==> src/rtl/gcd_pkg.sv <==
// Shared definitions for the GCD sequencer, its datapath and their benches.
package gcd_pkg;

  localparam int unsigned GCD_WIDTH    = 4;
  localparam int unsigned GCD_ITER_MAX = 15;

  typedef enum logic [1:0] {
    IDLE,
    LOAD,
    CALC,
    RESP
  } gcd_state_e;

endpackage

==> src/rtl/gcd_seq_ctrl.sv <==
// Control sequencer for gcd_datapath: accepts operand pairs, runs the
// subtract-until-equal loop and returns the result with error flag and count.
module gcd_seq_ctrl
  import gcd_pkg::*;
#(
  parameter int unsigned WIDTH    = GCD_WIDTH,
  parameter int unsigned ITER_MAX = GCD_ITER_MAX
) (
  input  logic             clk,
  input  logic             rst,
  input  logic             in_valid,
  output logic             in_ready,
  input  logic [WIDTH-1:0] in_a,
  input  logic [WIDTH-1:0] in_b,
  output logic             dp_rst,
  output logic [WIDTH-1:0] dp_a,
  output logic [WIDTH-1:0] dp_b,
  output logic             dp_a_sel,
  output logic             dp_b_sel,
  output logic             dp_a_load,
  output logic             dp_b_load,
  output logic             dp_done,
  input  logic             dp_eq,
  input  logic             dp_bigger,
  input  logic [WIDTH-1:0] dp_res,
  output logic             out_valid,
  input  logic             out_ready,
  output logic [WIDTH-1:0] out_gcd,
  output logic             out_err,
  output logic [3:0]       out_iters
);

  gcd_state_e       r_state;
  logic [WIDTH-1:0] r_a;
  logic [WIDTH-1:0] r_b;
  logic [3:0]       r_iters;
  logic             r_err;

  logic w_zero;
  logic w_cap;

  // A zero operand never converges in the datapath, so it is rejected up front.
  assign w_zero = (in_a == '0) || (in_b == '0);
  assign w_cap  = (r_iters == 4'(ITER_MAX));

  always_ff @(posedge clk) begin
    if (rst) begin
      r_state <= IDLE;
      r_a     <= '0;
      r_b     <= '0;
      r_iters <= '0;
      r_err   <= 1'b0;
    end else begin
      case (r_state)
        IDLE: begin
          if (in_valid) begin
            r_a     <= in_a;
            r_b     <= in_b;
            r_iters <= '0;
            r_err   <= w_zero;
            r_state <= w_zero ? RESP : LOAD;
          end
        end
        LOAD: r_state <= CALC;
        CALC: begin
          if (dp_eq) begin
            r_state <= RESP;
          end else if (w_cap) begin
            r_err   <= 1'b1;
            r_state <= RESP;
          end else begin
            r_iters <= r_iters + 4'd1;
          end
        end
        RESP: begin
          if (out_ready) r_state <= IDLE;
        end
        default: r_state <= IDLE;
      endcase
    end
  end

  // Datapath controls must act in the same cycle the flags are valid.
  always_comb begin
    dp_a_sel  = 1'b0;
    dp_b_sel  = 1'b0;
    dp_a_load = 1'b0;
    dp_b_load = 1'b0;
    dp_done   = 1'b0;
    if (!rst) begin
      case (r_state)
        LOAD: begin
          dp_a_load = 1'b1;
          dp_b_load = 1'b1;
        end
        CALC: begin
          if (dp_eq) begin
            dp_done = 1'b1;
          end else if (!w_cap) begin
            if (dp_bigger) begin
              dp_a_sel  = 1'b1;
              dp_a_load = 1'b1;
            end else begin
              dp_b_sel  = 1'b1;
              dp_b_load = 1'b1;
            end
          end
        end
        default: ;
      endcase
    end
  end

  assign dp_rst    = rst;
  assign dp_a      = r_a;
  assign dp_b      = r_b;
  assign in_ready  = (r_state == IDLE);
  assign out_valid = (r_state == RESP);
  assign out_gcd   = (out_valid && !r_err) ? dp_res : '0;
  assign out_err   = r_err;
  assign out_iters = r_iters;

endmodule

==> config.mk <==
export PLATFORM = sky130hd
export DESIGN_NAME = gcd_seq_ctrl
export DESIGN_NICKNAME = d
export VERILOG_FILES = /design/src/rtl/gcd_pkg.sv /design/src/rtl/gcd_seq_ctrl.sv
export SDC_FILE = /design/constraint.sdc
export NUM_CORES = 1
export LEC_CHECK = 0
export CORE_UTILIZATION = 36
export CTS_CLUSTER_SIZE = 10
export DETAILED_ROUTE_END_ITERATION = 12
export GPL_TIMING_DRIVEN = 0
export PLACE_DENSITY = 0.81
export SLEW_MARGIN = 25
export SYNTH_ARGS = -nofsm -noshare
export SYNTH_HDL_FRONTEND = slang
export SYNTH_SLANG_ARGS = --single-unit
==> constraint.sdc <==
create_clock -name clk -period 1.6 [get_ports clk]
set_clock_uncertainty 0.2 [all_clocks]
set_input_delay 0.24 -clock clk [delete_from_list [all_inputs] [get_ports clk]]
set_output_delay 0.24 -clock clk [all_outputs]
set_load 0.1 [all_outputs]
==> results.md, run 1 <==
* Status: finished with violations
* Failing checks: negative setup slack
* # port buffers at 41
* RSZ-0062 raised after global routing: true
* Multi-input gate area at 699 um^2
* FF/Latch Area at 319 um^2
* Die H at 51.7 um
* Core area at 2280 um^2
* Fin crit period at 2010 ps
* Wirelength, routed at 2700 um
* Post-Syn Instances at 106
* Max Cap Viol at 0
* Initial antenna violation count at 0
* Total CTS buffers at 3
* Worst endpoint data arrival time at 1570 ps
* Reg2Reg Depth at 8
* Pwr Total at 2.48 mW
* ANT cells at 0
* Pre-CTS WS at -1370 ps
* Seq/Total Area, Yosys at 33.8%
* Flop pwr share at 21.2%
* Nets at 187
* Hold Path End: out_iters[2]$_SDFFE_PP0P_
* Slew at the pin closest to its max-slew limit at 947 ps
* Largest net degree at the start of global routing at 11
* Hold depth at 2
* DRC at 0
* Via/cell ratio at 5.23
* Setup crit start kind: flip-flop
* Fill cells at 167
* FFs w/ async S/R, synth at 0%
* Initial Utilization at 39.1%
* Clock latency on the worst-skew pair at 290 ps
* Synth warnings at 0
* Post-synth top flop: dfxtp_1
* Post-route worst setup slack at -411 ps
* Detail Route Antenna Nets at 0
* NetSw at 1.30 mW
* Cell area after synthesis at 890 um^2
* Iter 0 DRT Violations at 21
* Hold path startpoint: rst
* Clock power share at 8.9%
* Register-to-Register Setup Slack at -230 ps
* Clock Sinks at 15
* Most common cell after layout, fill and taps aside: clkdlybuf4s50_1
* Power Density at 1440 nW/um^2
* Netlist cell types at 38
* Fmax at 0.497 GHz
* Peak supply drop at 0.000942 V
* Final Cell Area at 1720 um^2
* Max Fanout on Critical Path at 3
* Sw Ratio at 52.5%
* FP Rows at 17
* Post-synth EDFFs at 0
* DR WL/cell at 14.2 um
* DP Area at 1510 um^2
* CTS tree: yes
* Syn Area/Cell at 8.39 um^2
* Area leader, netlist: dfxtp_1
* Top cells by area, synth: dfxtp_1 (34%), ha_1 (7.0%), nand2_1 (5.9%)
* Cell internal pwr at 1.18 mW
* Fraction of layout cells with a size suffix above 1 at 52.8%
* Worst EP required at 1160 ps
* Leak at 0.704 nW
* Chip width at 51.7 um
* Clk slew on worst S/H paths at 90 ps
* Die area at 2670 um^2
* DP HPWL at 1860 um
* Hold WC Path Type: primary input to flip-flop
* FF+latch count, synth at 15
* GP Congestion at 0.755
* Final Cycle Share at 126%
* Final Hold Viols at 0
* Most frequent cells in the layout: clkdlybuf4s50_1 (15), buf_2 (13), nand2_1 (13), buf_4 (11), buf_12 (11)
* H-tree Lvls at 1
* Fin Setup TNS at -3890 ps
* Gate power share at 70.0%
* Total grt overflow at 0
* Ports at 43
* First-pass GRT wire length at 4120 um
* Number of global-route vias before repair at 921
* Yosys top cell area share at 33.8%
* Crit path capture type: primary output
* Syn Nets at 129
* Critical path class: flip-flop to primary output
* CTS Root Cell: clkbuf_4
* Final core occ at 75.4%
* Clock buffer depth at 2
* Area Overhead vs Synth at 93.0%
* Via count at 998
* Relative slew slack at 37.1%
* Slew Limit Fails at 0
* GRT Overall Usage at 21.4%
* RR Endpoint: out_iters[3]$_SDFFE_PP0P_
* FF-to-FF Start: r_state[0]$_SDFFE_PP0P_
* Final setup fails at 18
* DRT Pass-1 Iters at 4
==> per-stage QoR <==
step	instances	hold slack, ps
floorplan	106	188
global placement	175	243
detailed placement	175	249
CTS	188	112
global route	191	134
finish	191	126
==> power by group through the flow <==
stage / registers, mW / clock network (mW) / logic, mW
final: 0.524 / 0.220 / 1.73
after global routing: 0.536 / 0.243 / 1.82
after CTS: 0.526 / 0.230 / 1.66
after detailed placement: 0.544 / 0 / 1.52
after global placement: 0.539 / 0 / 1.51
after floorplan: 0.954 / 0 / 0.814
==> timing repair <==
| action | CTS | global route |
|---|---|---|
| gates resized for setup | 170 | 12 |
| pin swaps | 5 | 8 |
| buffers inserted | 9 | 5 |
| setup endpoints to repair | 25 | 20 |
| hold buffers | 0 | 0 |
==> critical path, cell delays in order (launching register included) <==
cell and delay (ps):
dfxtp_4 360, inv_4 70, ha_4 130, and2b_2 180, a31oi_2 120, nor3b_4 240, buf_12 200
==> flip-flops by register name, indices dropped and copies added (netlist names) <==
register / flops
dp_a: 4
dp_b: 4
out_iters: 4
r_state: 2
out_err: 1
==> cell usage after synthesis (3+ instances only) <==
cell type	instances
buf_4	3
and2_1	4
a21oi_1	9
nand3_1	9
inv_1	6
nand2_1	14
ha_1	5
a31oi_1	5
dfxtp_1	15
==> area by class of cell <==
| cell class | count | area share (%) |
|---|---|---|
| inverters | 8 | 2.33 |
| repair buffers | 53 | 32.7 |
| clock buffers | 4 | 1.53 |
| flip-flops and latches | 15 | 18.6 |
| multi-input cells | 78 | 40.7 |
| plain buffers | 5 | 2.11 |
| well taps | 28 | 2.04 |
==> worst max path at each step <==
stage                         startpoint        end  slack (ps)
3_5_place_dp                       dp_eq  dp_a_load       -1370
3_3_place_gp                       dp_eq  dp_a_load       -1350
4_1_cts          r_state[0]$_SDFFE_PP0P_  dp_b_load        -420
5_1_grt          r_state[0]$_SDFFE_PP0P_   dp_a_sel        -460
6_report         r_state[0]$_SDFFE_PP0P_  dp_a_load        -410
2_1_floorplan  out_iters[1]$_SDFFE_PP0P_  dp_a_load        -570
==> routing by layer <==
metal | track usage (%) | up-vias | part of all wire, %
li1 | - | 495 | -
met1 | 25.2 | 467 | 41
met2 | 35.3 | 30 | 52
met3 | 5.85 | 6 | 5.5
met4 | 10.8 | 0 | 2.0
met5 | 0 | - | 0
==> cells by family after synthesis <==
family | share of synthesized area (%)
multiplexers | 2.81
adder cells (fa/ha/maj) | 7.03
flip-flops | 33.8
AND/OR/NAND/NOR | 27.1
AO/OA/AOI/OAI | 22.4
buffers and inverters | 6.89
Power figures use the tool's default switching activity.
==> run 2, diff against run 1 <==
Settings changed: CORE_ASPECT_RATIO set to 1.1.
==> run 2 against run 1 <==
Compared with the run above:
- the run still ends with negative setup slack left
- sequential share of layout area is 0.23 points higher
- utilization shrank 1.6 points
- register-to-register slack better by 130 ps
- worst setup slack better by 9.4 ps
- clock power is essentially flat
- global-route usage is 0.50 points lower
- maximum frequency grew 0.47%
- critical endpoint unchanged
- via count increased by 1.3%
- sequential cell count is the same
- routed wire length is 2.5% lower
- cell area is 1.2% lower
- highest routed layer unchanged
==> results.md, run 2 (same netlist as run 1, synthesis figures left out) <==
* FF-to-FF Start: r_state[0]$_SDFFE_PP0P_
* Largest net degree at the start of global routing at 11 (unchanged)
* Most frequent cells in the layout: clkdlybuf4s50_1 (15), buf_2 (14), nand2_1 (13), buf_4 (11), buf_12 (11)
* Total CTS buffers at 3 (unchanged)
* Flop pwr share at 21.2% (about the same)
* Slew at the pin closest to its max-slew limit at 945 ps (-1.78 ps)
* Worst setup path end: dp_a_load
* ANT cells at 0 (unchanged)
* Wirelength, routed at 2640 um (-2.5%)
* Post-route worst setup slack at -402 ps (+9.45 ps)
* Final setup fails at 16 (-2)
* Multi-input gate area at 707 um^2 (+1.1%)
* Nets at 185 (-1.1%)
* Largest stage delay, worst path at 360 ps (about the same)
* CP startpoint: r_state[0]$_SDFFE_PP0P_
* Number of global-route vias before repair at 1,026 (+11%)
* FP Rows at 18 (+1)
* Reg2Reg Depth at 7 (-1)
* NetSw at 1.30 mW (about the same)
* Final core occ at 73.8% (-1.6 points)
* RSZ-0062 raised after global routing: true
* Hold WC Path Type: primary input to flip-flop
* DP HPWL at 1950 um (+4.7%)
* Die area at 2670 um^2 (about the same)
* DR WL/cell at 13.8 um (-2.5%)
* Max Fanout on Critical Path at 3 (unchanged)
* Chip width at 49.4 um (-4.5%)
* Gate power share at 69.8% (-0.2 points)
* Most common cell after layout, fill and taps aside: clkdlybuf4s50_1
* CP bufs+invs at 2 (unchanged)
* Clock Sinks at 15 (unchanged)
* Clock latency on the worst-skew pair at 290 ps (about the same)
* Worst path cell trace: inv_4, ha_4, and2b_2, a31oi_4, nor3b_4, buf_12
* Fmax at 0.500 GHz (+0.47%)
* Iter 0 DRT Violations at 11 (-48%)
* First-pass GRT wire length at 4180 um (+1.5%)
* Fin crit period at 2000 ps (-9.45 ps)
* Via count at 1,011 (+1.3%)
* CTS tree: yes
* Sw Ratio at 52.3% (-0.20 points)
* Critical path class: flip-flop to primary output
* Peak supply drop at 0.00121 V (+28%)
* Crit path capture type: primary output
* Failing checks: negative setup slack
* GRT Overall Usage at 20.9% (-0.50 points)
* Initial Utilization at 38.7% (-0.36 points)
* Power Density at 1470 nW/um^2 (+1.6%)
* Clock buffer depth at 2 (unchanged)
* GP Congestion at 0.711 (-5.9%)
* Final Cycle Share at 125% (-0.59 points)
* Worst endpoint data arrival time at 1560 ps (about the same)
* Max Cap Viol at 0 (unchanged)
* Ports at 43 (unchanged)
* Total grt overflow at 0 (unchanged)
* Die H at 54.1 um (+4.7%)
* Detail Route Antenna Nets at 0 (unchanged)
* CP top delay family: simple AND/OR/NAND/NOR gates
* Via/cell ratio at 5.29 (+1.3%)
* Cell internal pwr at 1.19 mW (+0.79%)
* Fraction of layout cells with a size suffix above 1 at 50.9% (-1.8 points)
* Final Hold Viols at 0 (unchanged)
* Worst EP required at 1160 ps (about the same)
* Slew Limit Fails at 0 (unchanged)
* Initial antenna violation count at 0 (unchanged)
* Status: finished with violations
* Core area at 2300 um^2 (+0.93%)
* Relative slew slack at 37.2% (+0.12 points)
* Fill cells at 167 (unchanged)
* Clock power share at 9.0% (about the same)
* # port buffers at 41 (unchanged)
* CTS Root Cell: clkbuf_4
* Clk slew on worst S/H paths at 90 ps (about the same)
* RR Endpoint: out_iters[3]$_SDFFE_PP0P_
* Area Overhead vs Synth at 90.6%
* Setup crit start kind: flip-flop
* Register-to-Register Setup Slack at -100 ps (+130 ps)
* FF/Latch Area at 319 um^2 (unchanged)
* DRC at 0 (unchanged)
* Worst path slowest cell: dfxtp_4
* CP Depth at 6 (unchanged)
* Pwr Total at 2.48 mW (+0.36%)
* DRT Pass-1 Iters at 5 (+1)
* Leak at 0.694 nW (-1.4%)
* H-tree Lvls at 1 (unchanged)
run 2: through the flow:
stage	TNS [ps]	setup slack, ps	cells	instance area, um^2	hold WS [ps]
after floorplan	-3020	-572	106	1060	188
after global placement	-15080	-1350	177	1510	242
after detailed placement	-15450	-1370	177	1510	250
after CTS	-3540	-425	187	1650	114
after global routing	-4190	-476	191	1700	134
final	-3230	-402	191	1700	116
run 2: final cells by class:
class | instances | share of cell area, %
Multi-Input combinational cell | 78 | 41.7
Timing Repair Buffer | 51 | 31.5
Sequential cell | 15 | 18.8
Tap cell | 30 | 2.21
Buffer | 5 | 2.14
Inverter | 8 | 2.07
Clock buffer | 4 | 1.55
run 2: power by group through the flow:
| stage | clock [mW] | sequential [mW] | combinational (mW) |
|---|---|---|---|
| 2_1_floorplan | 0 | 0.954 | 0.814 |
| 3_3_place_gp | 0 | 0.538 | 1.51 |
| 3_5_place_dp | 0 | 0.543 | 1.54 |
| 4_1_cts | 0.228 | 0.526 | 1.67 |
| 5_1_grt | 0.245 | 0.536 | 1.82 |
| 6_report | 0.223 | 0.526 | 1.73 |
run 2: worst min-delay path by stage:
stage	startpoint	to	slack, ps	cells after the start
6_report	rst	out_iters[2]$_SDFFE_PP0P_	120	2
5_1_grt	rst	out_iters[2]$_SDFFE_PP0P_	130	2
4_1_cts	rst	out_iters[2]$_SDFFE_PP0P_	110	2
3_5_place_dp	dp_b[3]$_SDFFE_PP0P_	dp_b[3]$_SDFFE_PP0P_	250	2
3_3_place_gp	dp_a[3]$_SDFFE_PP0P_	dp_a[3]$_SDFFE_PP0P_	240	2
2_1_floorplan	in_a[0]	dp_a[0]$_SDFFE_PP0P_	190	2
run 2: layer usage:
metal  GRT usage, %  wire [um]
met1           19.5       1010
met2           44.7       1420
met3           4.24        177
met4           8.10         25
met5              0          0
run 2: timing repair:
action,4_1_cts,5_1_grt
pin swaps,7,6
hold buffers,0,0
resized for setup,171,4
setup endpoints to repair,25,19
buffers inserted,6,4
gates cloned,0,0
==> run 3, diff against run 2 <==
Settings changed: CELL_PAD_IN_SITES_DETAIL_PLACEMENT set to 0, CELL_PAD_IN_SITES_GLOBAL_PLACEMENT set to 1, CORE_UTILIZATION 36 to 25, PLACE_DENSITY 0.81 to 0.8.
==> run 3 against run 2 <==
Compared with the run above:
- the run still ends with negative setup slack left
- sequential power rose by 2%
- count of clock-buffer cells in the layout fell by 1
- global-route usage down 5.4 points
- final cell count grew 9.4%
- die area is 42% higher
- via count shrank 1.2%
- first-iteration DRC count rose by 9.1%
- total power up 0.60%
- routed wire length up 3.3%
- register-to-register slack hardly changed
- maximum frequency fell by 2.5%
- critical path depth stayed put
==> results.md, run 3 (same netlist as run 1, synthesis figures left out) <==
* FF/Latch Area at 319 um^2 (unchanged)
* Multi-input gate area at 698 um^2 (-1.2%)
* CTS Root Cell: clkbuf_4
* Largest net degree at the start of global routing at 11 (unchanged)
* WL met2 at 1390 um (-2.4%)
* Initial Utilization at 26.5% (-12 points)
* Crit path capture type: primary output
* Area Overhead vs Synth at 94.4%
* Worst endpoint data arrival time at 1610 ps (+50 ps)
* WL met3 at 133 um (-25%)
* Fmax at 0.487 GHz (-2.5%)
* Pwr Total at 2.50 mW (+0.60%)
* Initial antenna violation count at 0 (unchanged)
* Worst path slowest cell: dfxtp_4
* Peak supply drop at 0.000485 V (-60%)
* Clock latency on the worst-skew pair at 290 ps (about the same)
* Total CTS buffers at 3 (unchanged)
* Cell internal pwr at 1.19 mW (about the same)
* H-tree Lvls at 1 (unchanged)
* # port buffers at 41 (unchanged)
* Final Hold Viols at 0 (unchanged)
* Flop pwr share at 21.4% (+0.2 points)
* CP bufs+invs at 2 (unchanged)
* Fill cells at 338 (+100%)
* Hold WC Path Type: primary input to flip-flop
* RSZ-0062 raised after global routing: true
* GRT Overall Usage at 15.5% (-5.4 points)
* GP Congestion at 0.822 (+16%)
* Final Cycle Share at 128% (+3.3 points)
* DRT Pass-1 Iters at 4 (-1)
* Met1 Wirelength at 1140 um (+13%)
* DRC at 0 (unchanged)
* Critical path class: flip-flop to primary output
* Via/cell ratio at 4.78 (-9.7%)
* Total grt overflow at 0 (unchanged)
* Status: finished with violations
* FP Rows at 22 (+4)
* Clock power share at 8.8% (-0.2 points)
* Wirelength, routed at 2730 um (+3.3%)
* Failing checks: negative setup slack
* Post-route worst setup slack at -454 ps (-52.1 ps)
* Slew Limit Fails at 0 (unchanged)
* # placed instances at 195 (+10%)
* Worst EP required at 1160 ps (about the same)
* Hold-fix buffers, CTS at 0 (unchanged)
* Detail Route Antenna Nets at 0 (unchanged)
* Most frequent cells in the layout: clkdlybuf4s50_1 (15), buf_2 (14), nand2_1 (13), buf_12 (11), a21oi_1 (9)
* NetSw at 1.31 mW (+1.1%)
* DP HPWL at 1940 um (-0.35%)
* Final setup fails at 17 (+1)
* Gate power share at 69.8% (about the same)
* Relative slew slack at 37.4% (+0.23 points)
* First-pass GRT wire length at 4440 um (+6.3%)
* Most common cell after layout, fill and taps aside: clkdlybuf4s50_1
* Final core occ at 51.5% (-22 points)
* Via count at 999 (-1.2%)
* Fraction of layout cells with a size suffix above 1 at 51.6% (+0.62 points)
* Final hold slack at 131 ps (+15.1 ps)
* Nets at 185 (unchanged)
* Iter 0 DRT Violations at 12 (+1)
* Clk slew on worst S/H paths at 100 ps (about the same)
* Max Fanout on Critical Path at 3 (unchanged)
* Slew at the pin closest to its max-slew limit at 942 ps (-3.51 ps)
* Setup crit start kind: flip-flop
* Finished Layout Cells at 209 (+9.4%)
* Chip width at 58.9 um (+19%)
* Largest stage delay, worst path at 370 ps (about the same)
* Core area at 3360 um^2 (+46%)
* Fin crit period at 2050 ps (+52.1 ps)
* Die area at 3800 um^2 (+42%)
* Worst path cell trace: inv_4, ha_4, and2b_2, a31oi_2, nor3b_4, buf_12
* Clock buffer depth at 2 (unchanged)
* ANT cells at 0 (unchanged)
* CP top delay family: simple AND/OR/NAND/NOR gates
* DR WL/cell at 13.0 um (-5.6%)
* Max Cap Viol at 0 (unchanged)
* Die H at 64.6 um (+19%)
* Sw Ratio at 52.5% (+0.26 points)
* Ports at 43 (unchanged)
* CTS tree: yes
* Power Density at 1450 nW/um^2 (-1.4%)
* DP Area at 1530 um^2 (+1.5%)
* Top layer in use: met4
* Final Cell Area at 1730 um^2 (+2.0%)
* Clock Sinks at 15 (unchanged)
* Number of global-route vias before repair at 988 (-3.7%)
* Leak at 0.699 nW (+0.77%)
run 3: cell count changes in the layout (fill, tap and decap cells not counted), sizes merged:
| cell | before | now |
|---|---|---|
| clkbuf | 5 | 4 |
| clkdlybuf4s15 | 0 | 1 |
| clkinv | 0 | 1 |
| dlygate4sd2 | 2 | 1 |
run 3: path summary, 6_finish.rpt:
path	startpoint	end	slack, ps	cells after the start
worst min-delay path	rst	out_iters[2]$_SDFFE_PP0P_	130	2
worst max-delay path	r_state[0]$_SDFFE_PP0P_	dp_a_load	-450	6
worst min register to register	dp_b[0]$_SDFFE_PP0P_	dp_b[0]$_SDFFE_PP0P_	260	2
worst max register to register	r_state[0]$_SDFFE_PP0P_	out_iters[3]$_SDFFE_PP0P_	-100	7
run 3: metal layers:
metal  up-vias  global-route usage (%)
met4         0                    8.04
met3         6                    1.60
li1        493                       -
met1       466                    17.5
met2        34                    28.0
met5         -                       0
run 3: area by class of cell:
type / count / share of cell area, %
repair buffers: 51 / 31.8
well taps: 48 / 3.47
inverters: 8 / 2.17
clock buffers: 3 / 1.30
multi-input cells: 78 / 40.4
plain buffers: 5 / 2.10
flip-flops and latches: 15 / 18.5
clock inverters: 1 / 0.289
run 3: per-stage QoR:
step                setup TNS (ps)  worst slack, ps
finish                       -3450             -454
global route                 -4460             -509
CTS                          -3170             -440
detailed placement          -15490            -1380
global placement            -15400            -1360
floorplan                    -3020             -572
run 3: timing repair:
item                                    in CTS  in global routing
hold endpoints to repair                     0                  0
pin swaps                                    8                  9
setup buffers                                6                  4
gates resized for setup                    173                  7
endpoints found under the setup margin      25                 18
run 3: power by group through the flow:
stage	Combinational [mW]	Sequential (mW)	Clock [mW]
2_1_floorplan	0.814	0.954	0
3_3_place_gp	1.52	0.541	0
3_5_place_dp	1.54	0.545	0
4_1_cts	1.68	0.533	0.226
5_1_grt	1.83	0.548	0.246
6_report	1.74	0.535	0.220
